### src/rtl/attendance_tracker_pkg.sv
// Shared definitions for the attendance tracker: state encoding and timer sizing.
package attendance_tracker_pkg;

  typedef enum logic [1:0] {
    ST_IDLE    = 2'd0,
    ST_COLLECT = 2'd1,
    ST_DONE    = 2'd2,
    ST_TIMEOUT = 2'd3
  } state_e;

  // Timer must hold 0..cycles; a disabled timeout still needs one bit.
  function automatic int unsigned timer_width(input int unsigned cycles);
    if (cycles == 0) return 1;
    return $clog2(cycles + 1);
  endfunction

endpackage

### src/rtl/attendance_tracker_popcount_n.sv
// Combinational population count of a WIDTH-bit vector.
module popcount_n #(
  parameter int unsigned WIDTH = 4
) (
  input  logic [WIDTH-1:0]               bits_i,
  output logic [$clog2(WIDTH+1)-1:0]     count_o
);

  localparam int unsigned CW = $clog2(WIDTH + 1);

  always_comb begin
    count_o = '0;
    for (int unsigned i = 0; i < WIDTH; i++) begin
      count_o = count_o + CW'(bits_i[i]);
    end
  end

endmodule

### src/rtl/attendance_tracker.sv
// Arrival barrier: sticky per-member mask, running count, completion,
// round timeout and duplicate-arrival detection.
module attendance_tracker
  import attendance_tracker_pkg::*;
#(
  parameter int unsigned N_MEMBERS      = 4,
  parameter int unsigned TIMEOUT_CYCLES = 16,
  parameter bit          AUTO_REARM     = 1'b1,
  parameter int unsigned CNT_W          = $clog2(N_MEMBERS + 1)
) (
  input  logic                 clk,
  input  logic                 rst_in,
  input  logic [N_MEMBERS-1:0] arrive,
  input  logic                 clear,
  output logic [N_MEMBERS-1:0] arrived_mask,
  output logic [CNT_W-1:0]     arrived_count,
  output logic                 all_in,
  output logic                 timeout,
  output logic                 dup_err,
  output logic                 busy
);

  localparam int unsigned          TMR_W   = timer_width(TIMEOUT_CYCLES);
  localparam logic [TMR_W-1:0]     TMR_MAX = TMR_W'(TIMEOUT_CYCLES);
  localparam logic [N_MEMBERS-1:0] FULL    = '1;

  state_e               state_q;
  logic [N_MEMBERS-1:0] mask_q;
  logic [N_MEMBERS-1:0] mask_d;
  logic [N_MEMBERS-1:0] nxt;
  logic [CNT_W-1:0]     count_q;
  logic [CNT_W-1:0]     count_d;
  logic [TMR_W-1:0]     timer_q;
  logic                 all_in_q;
  logic                 timeout_q;
  logic                 dup_q;
  logic                 busy_q;

  assign nxt = mask_q | arrive;

  // Next mask value; the count is registered from its popcount so both move together.
  always_comb begin
    mask_d = mask_q;
    if (clear) begin
      mask_d = '0;
    end else begin
      case (state_q)
        ST_IDLE:    mask_d = arrive;
        ST_COLLECT: mask_d = nxt;
        ST_DONE:    mask_d = AUTO_REARM ? '0 : mask_q;
        ST_TIMEOUT: mask_d = mask_q;
        default:    mask_d = '0;
      endcase
    end
  end

  popcount_n #(
    .WIDTH (N_MEMBERS)
  ) u_popcount (
    .bits_i  (mask_d),
    .count_o (count_d)
  );

  // Round FSM with registered flags.
  always_ff @(posedge clk or posedge rst_in) begin
    if (rst_in) begin
      state_q   <= ST_IDLE;
      mask_q    <= '0;
      count_q   <= '0;
      timer_q   <= '0;
      all_in_q  <= 1'b0;
      timeout_q <= 1'b0;
      dup_q     <= 1'b0;
      busy_q    <= 1'b0;
    end else begin
      mask_q  <= mask_d;
      count_q <= count_d;
      dup_q   <= 1'b0;
      if (clear) begin
        state_q   <= ST_IDLE;
        timer_q   <= '0;
        all_in_q  <= 1'b0;
        timeout_q <= 1'b0;
        busy_q    <= 1'b0;
      end else begin
        case (state_q)
          ST_IDLE: begin
            if (|arrive) begin
              timer_q <= TMR_W'(1);
              if (arrive == FULL) begin
                state_q  <= ST_DONE;
                all_in_q <= 1'b1;
              end else begin
                state_q <= ST_COLLECT;
                busy_q  <= 1'b1;
              end
            end
          end
          ST_COLLECT: begin
            dup_q <= |(arrive & mask_q);
            if (nxt == FULL) begin
              state_q  <= ST_DONE;
              all_in_q <= 1'b1;
              busy_q   <= 1'b0;
            end else if ((TIMEOUT_CYCLES != 0) && (timer_q == TMR_MAX)) begin
              state_q   <= ST_TIMEOUT;
              timeout_q <= 1'b1;
              busy_q    <= 1'b0;
            end else if ((TIMEOUT_CYCLES != 0) && (timer_q < TMR_MAX)) begin
              timer_q <= timer_q + TMR_W'(1);
            end
          end
          ST_DONE: begin
            if (AUTO_REARM) begin
              state_q  <= ST_IDLE;
              all_in_q <= 1'b0;
              timer_q  <= '0;
            end
          end
          ST_TIMEOUT: begin
            state_q <= ST_TIMEOUT;
          end
          default: state_q <= ST_IDLE;
        endcase
      end
    end
  end

  assign arrived_mask  = mask_q;
  assign arrived_count = count_q;
  assign all_in        = all_in_q;
  assign timeout       = timeout_q;
  assign dup_err       = dup_q;
  assign busy          = busy_q;

endmodule

### config.mk
export PLATFORM = sky130hd
export DESIGN_NAME = attendance_tracker
export DESIGN_NICKNAME = d
export VERILOG_FILES = /design/src/rtl/attendance_tracker_pkg.sv /design/src/rtl/attendance_tracker_popcount_n.sv /design/src/rtl/attendance_tracker.sv
export SDC_FILE = /design/constraint.sdc
export NUM_CORES = 1
export LEC_CHECK = 0
export BUFFER_PORTS_ARGS = -buffer_cell sky130_fd_sc_hd__buf_2
export CORE_ASPECT_RATIO = 0.9
export CORE_MARGIN = 2
export CORE_UTILIZATION = 45
export CTS_BUF_LIST = sky130_fd_sc_hd__clkbuf_8
export DETAILED_ROUTE_END_ITERATION = 8
export HOLD_SLACK_MARGIN = 0.02
export PLACE_DENSITY = 0.76
export SYNTH_ARGS = -nofsm -noshare
export SYNTH_HDL_FRONTEND = slang
export SYNTH_HIERARCHICAL = 1
export SYNTH_SLANG_ARGS = --single-unit
### constraint.sdc
create_clock -name clk -period 3.4 [get_ports clk]
set_input_delay 0.68 -clock clk [delete_from_list [all_inputs] [get_ports clk]]
set_output_delay 0.68 -clock clk [all_outputs]
set_load 0.05 [all_outputs]
Yosys cells after proc, flatten, opt, wreduce, memory -nomap -nowiden
Cells that the tools add are included.

Bits in read-only memories: 0. Output and inout bits: 11. Register bits: 18. Bits in writable memories: 0. Memories kept: 0. Latch bits: 0.

Divide/modulo/power cells: 0. Magnitude comparators: 1. Multipliers: 0. Shifts and indexed selects: 0. Multiplexer cells: 31. Bitwise operators: 2. Add/sub/neg operators: 4. Eq/ne operators: 15. Reduce and logical (&&, ||, !) cells: 12.

Operator list (count): two-way mux 5 bit (5); != test 3 bit (second input constant) (7); one-hot mux 4 bit (4 select lines) (1); two-way mux 1 bit (15); one-hot mux 5 bit (3 select lines) (1); two-way mux 2 bit (5); == test 4 bit (second input constant) (2); one-hot mux 2 bit (4 select lines) (1); AND reduction 4 bit (2); OR reduction 4 bit (2); adder 3 x 1 -> 3 bit (2); adder 5 x 1 -> 5 bit (second input constant) (1); == test 5 bit (second input constant) (1); < comparator 5 bit (second input constant) (1); AND reduction 5 bit (1); AND 4 bit (1); == test 2 bit (second input constant) (2); two-way mux 4 bit (1); != test 4 bit (second input constant) (1); OR 4 bit (1); nonzero test 2 bit (2); nonzero test 4 bit (1); one-hot mux 1 bit (3 select lines) (1); AND reduction 3 bit (1); 7 further kinds (7).

Depth between registers and ports, before layout
Gate-level depths: netlist (run 1).

Depth after elaboration: 6. Mapped depth: 10. Depth with buffers taken out: 9.

By module
The synthesis (run 1) kept the hierarchy.

Modules (own cells, without submodules): attendance_tracker (cells each 108, times used 1, seq. area each 450.4 um2, area an instance 1089.8 um2); popcount_n (cells each 8, times used 1, seq. area each 0.0 um2, area an instance 63.8 um2).

Worst setup path after synthesis (run 1)
No wires, ideal clock.

Kind: register to register. Start: reg state_q[1]. End: reg count_q[1], in the netlist arrived_count[1]. Library setup time: 126 ps. Data required time: 3274 ps. Slack: 748 ps. Data arrival time: 2526 ps. Stages on the path, launching flop included: 11. Buffers on the path: 1. Period minus slack after synthesis: 2652 ps. Cells stage by stage: dfrtp_1 -> inv_1 -> ha_1 -> clkbuf_1 -> a211oi_1 -> a2111oi_0 -> inv_1 -> fa_1 -> inv_1 -> ha_1 -> ha_1.

Longest elaborated chain between the ends: 6. Elaborated cells between the ends (all ways): 9.

Ends and longest elaborated chain: start, declared (line attendance_tracker.sv:27) `state_e state_q;`; start signal, assigned (line attendance_tracker.sv:67) `state_q <= ST_IDLE;`; start signal, assigned (line attendance_tracker.sv:80) `state_q <= ST_IDLE;`; start signal, assigned (line attendance_tracker.sv:91) `state_q <= ST_DONE;`; == test 2 bit (tied with other cells) (line attendance_tracker.sv:47) `case (state_q)`; one-hot mux 4 bit (4 select lines) * (line attendance_tracker.sv:47); two-way mux 4 bit * (line attendance_tracker.sv:44) `if (clear) begin`; via mask_d[0] (line attendance_tracker.sv:29) `logic [N_MEMBERS-1:0] mask_d;`; adder 1 x 1 -> 2 bit * (line attendance_tracker_popcount_n.sv:14) `count_o = count_o + CW'(bits_i[i]);`; adder 3 x 1 -> 3 bit * (2 in a row) (line attendance_tracker_popcount_n.sv:14); via count_d[1] (line attendance_tracker.sv:32) `logic [CNT_W-1:0] count_d;`; end signal, assigned (line attendance_tracker.sv:77) `count_q <= count_d;`; end, declared (line attendance_tracker.sv:31) `logic [CNT_W-1:0] count_q;`.

Mark *: on every way through the listed nets, which the timed path passes. The rest lies on a longest branch. A chain may end at the register's enable or synchronous reset.

Final worst setup path (run 1)
Start: reg state_q[0]. End: reg count_q[1], in the netlist arrived_count[1].

Elaborated cells between the ends (all ways): 9.

RTL lines (line): == test 2 bit (tied with other cells) (attendance_tracker.sv:47); one-hot mux 4 bit (4 select lines) * (attendance_tracker.sv:47); two-way mux 4 bit * (attendance_tracker.sv:44); via mask_d[3] (attendance_tracker.sv:29); adder 3 x 1 -> 3 bit * (attendance_tracker_popcount_n.sv:14); via count_d[1] (attendance_tracker.sv:32).

Marks and branches as above.

==> results of run 1 <==
## cells in the mapped netlist (all sizes together), types with 3 or more instances
cell     count
a2111oi      3
a211oi       3
nor3         3
ha           8
a21oi        6
inv         18
o211ai       4
nand2b       3
a22oi        3
nor2        10
dfrtp       18
mux2i        3
## power breakdown
| part | leakage (uW) | internal, uW | switching [uW] |
|---|---|---|---|
| sequential | 0.000240 | 267 | 48.5 |
| clock | 0.0000288 | 103 | 74.9 |
| combinational | 0.000363 | 171 | 349 |
## sequential cells by signal (all words and copies together) (netlist names)
register,cells
dup_err,1
timeout,1
all_in,1
arrived_mask,4
busy,1
timer_q,5
state_q,2
arrived_count,3
## path summary, 6_finish.rpt
| kind | from | slack (ps) | cells after the start | end |
|---|---|---|---|---|
| worst max-delay path | state_q[0]$_DFFE_PP0P_ | 540 | 9 | arrived_count[1]$_DFF_PP0_ |
| worst min-delay path | rst_in | 510 | 2 | timer_q[1]$_DFFE_PP0P_ |
| worst max register to register | state_q[0]$_DFFE_PP0P_ | 540 | 9 | arrived_count[1]$_DFF_PP0_ |
| worst min register to register | timeout$_DFFE_PP0P_ | 510 | 2 | timeout$_DFFE_PP0P_ |
| max in group asynchronous | rst_in | 2450 | 2 | arrived_mask[3]$_DFF_PP0_ |
| min in group clk | timeout$_DFFE_PP0P_ | 510 | 2 | timeout$_DFFE_PP0P_ |
## per-stage QoR
step	cell area, um^2	util (%)	worst slack (ps)	total power [uW]	cells
global route	1316	53.81	340.9	1094	162
global placement	1261	51.56	650.3	821.4	158
floorplan	1154	-	748.4	724.2	116
CTS	1316	53.81	556.1	1022	162
finish	1316	53.81	539.6	1014	162
detailed placement	1261	51.56	565.3	839.5	158
## kinds of logic (layout without fill, tap and decap cells)
family                     Yosys count  in the layout
AOI/OAI and AO/OA                   33             33
and+or+nand+nor                     31             31
buffers and inverters               21             39
DFF                                 18             18
adders and majority gates            9              9
muxes                                4              4
## metal layers
| metal | wire length, um | vias to the layer above |
|---|---|---|
| met1 | 1147 | 432 |
| met3 | 71 | 4 |
| li1 | - | 455 |
| met4 | 22 | 0 |
| met2 | 1076 | 11 |
| met5 | 0 | - |
## layout by cell type (no fill, tap or decap), drive strengths merged, types with 2 or more instances in the layout
cell type  count
nor2b          2
a2111oi        3
nor3           3
a22oi          3
a211oi         3
ha             8
o21a           2
buf           17
nand2b         3
dfrtp         18
mux2i          3
o22ai          2
clkbuf         4
nand3          2
o21ai          2
a211o          2
inv           18
nand2          2
o211ai         4
a21oi          6
nor2          10
## worst max-delay path, delay by kind of cell, from the launching register on
family	cells	cell delay (ps)
adder cells (fa/ha/maj)	4	1360
buffers and inverters	3	270
flip-flops	1	410
AO/OA/AOI/OAI	2	700
## layout make-up
type                            instances  area [um^2]
Clock buffer                            4        55.05
Fill cell                             221         1130
Inverter                               18        67.56
Multi-Input combinational cell         77        623.1
Sequential cell                        18        450.4
Tap cell                               28        35.03
Timing Repair Buffer                   17        85.08
==> results.json, run 1 <==
{
  "power_density_mw_per_mm2": 770.1,
  "synth_fp_nets": 132,
  "grtUsageTotal_pct": 18.17,
  "netlist_area_mm2": 0.001154,
  "synth_edf_count": 0,
  "ys_seq_elements": 18,
  "cts_root_buffer": "clkbuf_8",
  "synthAdderAreaFrac_pct": 10.41,
  "cp.arrival_ps": 3000,
  "syn-instance-count": 116,
  "max-cap-violations": 0,
  "hold_path_class": "in -> async",
  "setup-violations-final": 0,
  "slowest_stage": "a2111oi_0",
  "critPathCaptureType": "register",
  "coreArea_mm2": 0.002446,
  "yosys.area_share.xor_xnor_pct": 0,
  "cts_buffers": 3,
  "routabilityCongestion": 0.8387,
  "fmax_ghz": 0.3496,
  "p_leak_uw": 0.0006323,
  "yosys_warnings": 6,
  "wl_per_cell_um": 14.31,
  "yosysTopAreaCell": "dfrtp_1",
  "fp.dieW_um": 57.37,
  "drt_first_pass_iters": 4,
  "cts.path.max_buffers": 2,
  "crit_fanout": 14,
  "nets": 151,
  "cts-hold-fix-buffers": 0,
  "cts.reportedPaths.clkPinSlew_ps": 70,
  "grt_pass1_vias": 860,
  "cts_sinks": 18,
  "dr_total_vias": 902,
  "rsz0062_at_grt": "false",
  "vias_per_cell": 5.568,
  "grt_pass1_wl_mm": 4.112,
  "dp_hpwl_mm": 1.737,
  "cts_resized": 0,
  "synthMuxAreaShare_pct": 3.905,
  "worst_hold_slack_ps": 508.5,
  "drt_wl_total_mm": 2.319,
  "dieArea_mm2": 0.002985,
  "ir_worst_vdd_mv": 0.4835,
  "rows": 17,
  "initial_utilization_pct": 47.16,
  "crit_chain": "inv_1 > ha_1 > a211oi_1 > a2111oi_0 > inv_1 > fa_1 > inv_1 > ha_1 > ha_1",
  "top_usage_layer": "met2",
  "fin_worst_skew_ps": 4.627,
  "synth_top_family_by_area": "compound AO/OA/AOI/OAI gates",
  "grt_util_met3_pct": 5.224,
  "yosysSeqAreaShare_pct": 39.05,
  "first_iter_violations": 12,
  "synthArstFlopShare_pct": 100.0,
  "synthFlopType": "dfrtp_1",
  "yosys.area_share.simple_pct": 15.84,
  "tns_ps": 0,
  "ioPinCount": 18,
  "tightest_slew_ps": 696.9,
  "syn_to_final_growth_pct": 14.10,
  "io_buffer_count": 17,
  "finalCritPeriodShare_pct": 84.13,
  "finalMaxSlewViolations": 0,
  "die_h_um": 52.04,
  "ant_nets": 0,
  "met1_usage_pct": 25.31,
  "synthTopCellsByArea": "dfrtp_1 (39%), ha_1 (8.7%), inv_1 (5.9%)",
  "synth_top_area_share_pct": 39.05,
  "syn_area_per_cell_um2": 9.945,
  "cts_tree": "built",
  "timing.final.hold_violations": 0,
  "synth_compound_area_share_pct": 23.86,
  "ys_types": 39,
  "slowest_delay_ps": 630,
  "cts_setup_buffers": 0,
  "use_met2_pct": 27.65,
  "grt_max_degree": 19,
  "htreeDepth": 1,
  "critPathKind": "reg -> reg",
  "critPathLaunchType": "register",
  "drc": 0,
  "layout_min_cycle_time_ps": 2860,
  "layout-drive-gt1-share_pct": 23.88,
  "status": "finished, final reports clean",
  "clock_latency_ps": 260,
  "required_ps": 3540,
  "overflow": 0,
  "grt_antenna_before_repair": 0,
  "relSlewSlack_pct": 52.34,
  "antennaDiodeCount": 0
}
(Power assumes the default switching activity.)
==> run 2: changes to the inputs <==
Settings changed: ABC_AREA set to 1, PLACE_DENSITY 0.76 to 0.75.
Clock period 3.4 ns to 2.8 ns, I/O delays scaled along.
==> results.json, run 2 <==
{
  "fmax_ghz": 0.4031,
  "rows": 18,
  "swShare_pct": 48.69,
  "vias_per_cell": 5.050,
  "routabilityCongestion": 0.8601,
  "rsz0062_at_grt": "false",
  "htreeDepth": 1,
  "fin_util_pct": 52.38,
  "dr_total_vias": 1101,
  "crit_buf_inv": 4,
  "crit_chain": "inv_1 > ha_1 > inv_2 > a21oi_1 > nand2_1 > a21oi_1 > inv_1 > fa_1 > inv_1 > ha_1 > ha_1",
  "grt_max_degree": 19,
  "initial_utilization_pct": 46.45,
  "fp.dieW_um": 59.45,
  "switchingPower_uw": 616.4,
  "cts-hold-fix-buffers": 0,
  "nets": 205,
  "coreArea_mm2": 0.002680,
  "critPathCaptureType": "register",
  "synthArstFlopShare_pct": 100.0,
  "tightest_slew_ps": 664.3,
  "mostFrequentLayoutCell": "nand2_1",
  "cts_setup_buffers": 0,
  "wl_per_cell_um": 11.86,
  "p_comb_share_pct": 53.1,
  "final_area_mm2": 0.001404,
  "clockPowerShare_pct": 17.3,
  "cts.path.max_buffers": 2,
  "cts_sinks": 18,
  "cts_root_buffer": "clkbuf_8",
  "dp_hpwl_mm": 1.914,
  "netlist_area_mm2": 0.001245,
  "synth_fp_nets": 185,
  "cp_num_cells": 11,
  "ioPinCount": 18,
  "rr_endpoint": "arrived_count[1]$_DFF_PP0_",
  "r2r_start": "state_q[1]$_DFFE_PP0P_",
  "clock_latency_ps": 260,
  "syn_to_final_growth_pct": 12.76,
  "grt_pass1_vias": 1046,
  "finalCritPeriodShare_pct": 88.60,
  "synth_edf_count": 0,
  "ant_nets": 0,
  "slowest_delay_ps": 540,
  "syn_area_per_cell_um2": 7.367,
  "ys_types": 24,
  "antennaDiodeCount": 0,
  "synth_top_area_share_pct": 36.18,
  "fin_worst_skew_ps": 3.408,
  "cts_buffers": 3,
  "crit_fanout": 5,
  "p_seq_share_pct": 29.6,
  "grt_antenna_before_repair": 0,
  "drt_wl_total_mm": 2.585,
  "max-cap-violations": 0,
  "die_h_um": 53.90,
  "synthTopCellsByArea": "dfrtp_1 (36%), nand2_1 (12%), inv_1 (8.4%)",
  "post-synth-top-count-cell": "nand2_1",
  "largest_reg_flops": 5,
  "synth_commonest_cells": "nand2_1 (41), inv_1 (28), dfrtp_1 (18)",
  "final_cell_mix": "nand2_1 (41), inv_1 (28), dfrtp_1 (18)",
  "cts.reportedPaths.clkPinSlew_ps": 70,
  "setup-violations-final": 0,
  "cts_resized": 0,
  "layout_min_cycle_time_ps": 2481,
  "power_density_mw_per_mm2": 901.8,
  "r2r_setup_slack_ps": 320,
  "critPathLaunchType": "register",
  "critPathKind": "reg -> reg",
  "crit_start": "state_q[1]$_DFFE_PP0P_",
  "overflow": 0,
  "p_leak_uw": 0.0007946,
  "yosys_warnings": 6,
  "p_int_uw": 649.6,
  "dieArea_mm2": 0.003204,
  "finalMaxSlewViolations": 0,
  "largest-register": "timer_q",
  "ys_seq_elements": 18,
  "drc": 0,
  "tns_ps": 0,
  "yosysSeqAreaShare_pct": 36.18,
  "yosysTopAreaCell": "dfrtp_1",
  "required_ps": 2950,
  "cp.arrival_ps": 2630,
  "worst_r2r_path_depth": 11,
  "drt_first_pass_iters": 5,
  "layout-drive-gt1-share_pct": 20.21,
  "ir_worst_vdd_mv": 0.5995,
  "status": "finished, final reports clean",
  "grt_pass1_wl_mm": 4.416,
  "syn-instance-count": 169,
  "io_buffer_count": 17,
  "hold_path_class": "in -> async",
  "cts_tree": "built",
  "slowest_stage": "fa_1",
  "grtUsageTotal_pct": 18.46,
  "relSlewSlack_pct": 55.67,
  "critPathTopFamily": "adder cells",
  "timing.final.hold_violations": 0,
  "synthFlopType": "dfrtp_1",
  "place_area_mm2": 0.001349,
  "setup.worst_path.end": "arrived_count[1]$_DFF_PP0_",
  "first_iter_violations": 55
}
-- run 2: worst min-delay path by stage --
stage                      startpoint                        end  slack [ps]  cells past startpoint
6_report                       rst_in          dup_err$_DFF_PP0_         380                      2
5_1_grt                        rst_in  arrived_mask[0]$_DFF_PP0_         470                      2
2_1_floorplan  timer_q[4]$_DFFE_PP0P_     timer_q[4]$_DFFE_PP0P_         490                      2
3_3_place_gp       all_in$_DFFE_PP0P_         all_in$_DFFE_PP0P_         450                      2
3_5_place_dp         busy$_DFFE_PP0P_           busy$_DFFE_PP0P_         460                      2
4_1_cts                        rst_in  arrived_mask[1]$_DFF_PP0_         420                      2
-- run 2: area by class of cell --
type | count | area, um^2
well taps | 30 | 37.54
multi-input cells | 117 | 648.1
flip-flops and latches | 18 | 450.4
fillers | 254 | 1276
clock buffers | 4 | 55.05
inverters | 30 | 112.6
repair buffers | 19 | 100.1
-- run 2: logic make-up after synthesis --
family | count (synthesis) | synth area share (%)
flops | 18 | 36.18
buf+inv | 34 | 11.76
compound gates | 19 | 8.342
simple gates | 89 | 34.07
fa+ha+maj | 9 | 9.649
-- run 2: metrics by stage --
step | hold slack (ps) | total power, uW | worst slack [ps] | std cells
floorplan | 489.6 | 902.7 | 391.0 | 169
global placement | 453.8 | 1047 | 371.9 | 214
detailed placement | 461.6 | 1046 | 326.0 | 214
CTS | 421.4 | 1274 | 317.7 | 218
global route | 467.8 | 1364 | 79.17 | 218
finish | 381.9 | 1266 | 319.1 | 218
-- run 2: routing by layer --
layer / wire length, um / track usage, %
met3: 117 / 4.808
met5: 0 / 0
met2: 1192 / 32.60
met1: 1236 / 21.96
met4: 38 / 5.682
-- run 2: worst register-to-register path, delay by kind of cell (launching register included) --
family	cells	cell delay (ps)
fa+ha+maj	4	1150
compound gates	2	410
flops	1	410
buf+inv	4	290
simple gates	1	90
-- run 2: power groups by stage --
stage | Combinational, uW | Sequential (uW) | Clock, uW
after global placement | 667 | 379 | 0
after global routing | 748 | 385 | 231
after detailed placement | 666 | 380 | 0
final | 672 | 375 | 219
after floorplan | 372 | 531 | 0
after CTS | 674 | 375 | 224
==> run 3: changes to the inputs <==
Settings changed: ABC_AREA 1 to 0, PLACE_DENSITY 0.75 to 0.76.
==> results.json, run 3 (synthesis results as in run 1) <==
{
  "status": "finished, final reports clean",
  "critPathKind": "reg -> reg",
  "grt_pass1_vias": 921,
  "slowest_stage": "fa_1",
  "largest_reg_flops": 5,
  "drt_wl_total_mm": 2.395,
  "route.met3.wl_um": 67,
  "rows": 17,
  "layout_min_cycle_time_ps": 2601,
  "critPathLaunchType": "register",
  "ant_nets": 0,
  "dp_hpwl_mm": 1.780,
  "overflow": 0,
  "final_area_mm2": 0.001350,
  "ioPinCount": 18,
  "tns_ps": 0,
  "worst_r2r_path_depth": 9,
  "required_ps": 2940,
  "place_area_mm2": 0.001284,
  "crit_fanout": 10,
  "wl_per_cell_um": 14.52,
  "p_leak_uw": 0.0006465,
  "timing.final.hold_violations": 0,
  "critPathTopFamily": "adder cells",
  "syn_to_final_growth_pct": 17.03,
  "tightest_slew_ps": 686.4,
  "relSlewSlack_pct": 54.19,
  "coreArea_mm2": 0.002446,
  "ir_worst_vdd_mv": 0.6968,
  "timing.final.ws_setup_ps": 199.0,
  "first_iter_violations": 20,
  "largest-register": "timer_q",
  "cp_num_cells": 9,
  "drc": 0,
  "hold_path_class": "in -> async",
  "highest_layer": "met4",
  "max-cap-violations": 0,
  "initial_utilization_pct": 47.16,
  "grt_max_degree": 19,
  "cts_sinks": 18,
  "antennaDiodeCount": 0,
  "slowest_delay_ps": 540,
  "io_buffer_count": 17,
  "grt_pass1_wl_mm": 4.305,
  "cts.path.max_buffers": 2,
  "power_density_mw_per_mm2": 941.0,
  "cts.reportedPaths.clkPinSlew_ps": 70,
  "fp.dieW_um": 57.37,
  "grt_antenna_before_repair": 0,
  "vias_per_cell": 5.703,
  "layout-drive-gt1-share_pct": 27.01,
  "grtUsageTotal_pct": 18.91,
  "crit_top_cell": "inv_1",
  "crit_buf_inv": 3,
  "cts_root_buffer": "clkbuf_8",
  "setup-violations-final": 0,
  "cts_tree": "built",
  "critPathCaptureType": "register",
  "dr_wl_met2_mm": 1.142,
  "final_cell_mix": "inv_1 (18), dfrtp_1 (18), buf_2 (17)",
  "cp.arrival_ps": 2740,
  "crit_chain": "inv_1 > ha_2 > a211oi_1 > a2111oi_2 > inv_1 > fa_1 > inv_1 > ha_1 > ha_1",
  "fin_worst_skew_ps": 1.598,
  "finalMaxSlewViolations": 0,
  "rsz0062_at_grt": "false",
  "htreeDepth": 1,
  "cts_buffers": 3,
  "fmax_ghz": 0.3845,
  "die_h_um": 52.04,
  "finalCritPeriodShare_pct": 92.89,
  "dr_total_vias": 941,
  "clock_latency_ps": 250,
  "wl_met1_mm": 1.168,
  "cts-hold-fix-buffers": 0,
  "nets": 154,
  "routabilityCongestion": 0.8488,
  "place_ws_ps": -100.9,
  "worst_hold_slack_ps": 398.3,
  "dieArea_mm2": 0.002985,
  "drt_first_pass_iters": 4
}
[run 3: path summary, 6_finish.rpt]
path | from | endpoint | slack, ps
worst max-delay path | state_q[1]$_DFFE_PP0P_ | arrived_count[1]$_DFF_PP0_ | 200
worst min-delay path | rst_in | timer_q[3]$_DFFE_PP0P_ | 400
worst min register to register | busy$_DFFE_PP0P_ | busy$_DFFE_PP0P_ | 510
max in group asynchronous | rst_in | arrived_mask[1]$_DFF_PP0_ | 1960
worst max register to register | state_q[1]$_DFFE_PP0P_ | arrived_count[1]$_DFF_PP0_ | 200
min in group clk | busy$_DFFE_PP0P_ | busy$_DFFE_PP0P_ | 510
[run 3: layout make-up]
| type | instances | area [um^2] |
|---|---|---|
| Fill cell | 202 | 1096 |
| Tap cell | 28 | 35.03 |
| Timing Repair Buffer | 20 | 107.6 |
| Inverter | 18 | 67.56 |
| Sequential cell | 18 | 450.4 |
| Multi-Input combinational cell | 77 | 634.4 |
| Clock buffer | 4 | 55.05 |
[run 3: repair_timing]
action	CTS	global route
setup buffers	0	0
resized for setup	1	4
setup endpoints to repair	2	2
[run 3: per-stage QoR]
step | utilization (%) | power [uW] | std cells
floorplan | - | 879.4 | 116
global placement | 52.48 | 1023 | 161
detailed placement | 52.48 | 1038 | 161
CTS | 54.78 | 1260 | 165
global route | 55.19 | 1372 | 165
finish | 55.19 | 1270 | 165
[run 3: routing by layer]
layer,global-route usage [%],up-vias
li1,-,458
met1,26.25,460
met2,30.49,19
met3,2.985,4
met4,5.426,0
met5,0,-
[run 3: report_power, final]
| part | internal (uW) | leakage (uW) | total [uW] | switching (uW) |
|---|---|---|---|---|
| logic | 236 | 0.000377 | 677 | 441 |
| registers | 324 | 0.000240 | 380 | 55.7 |
| clock network | 125 | 0.0000288 | 213 | 88.5 |
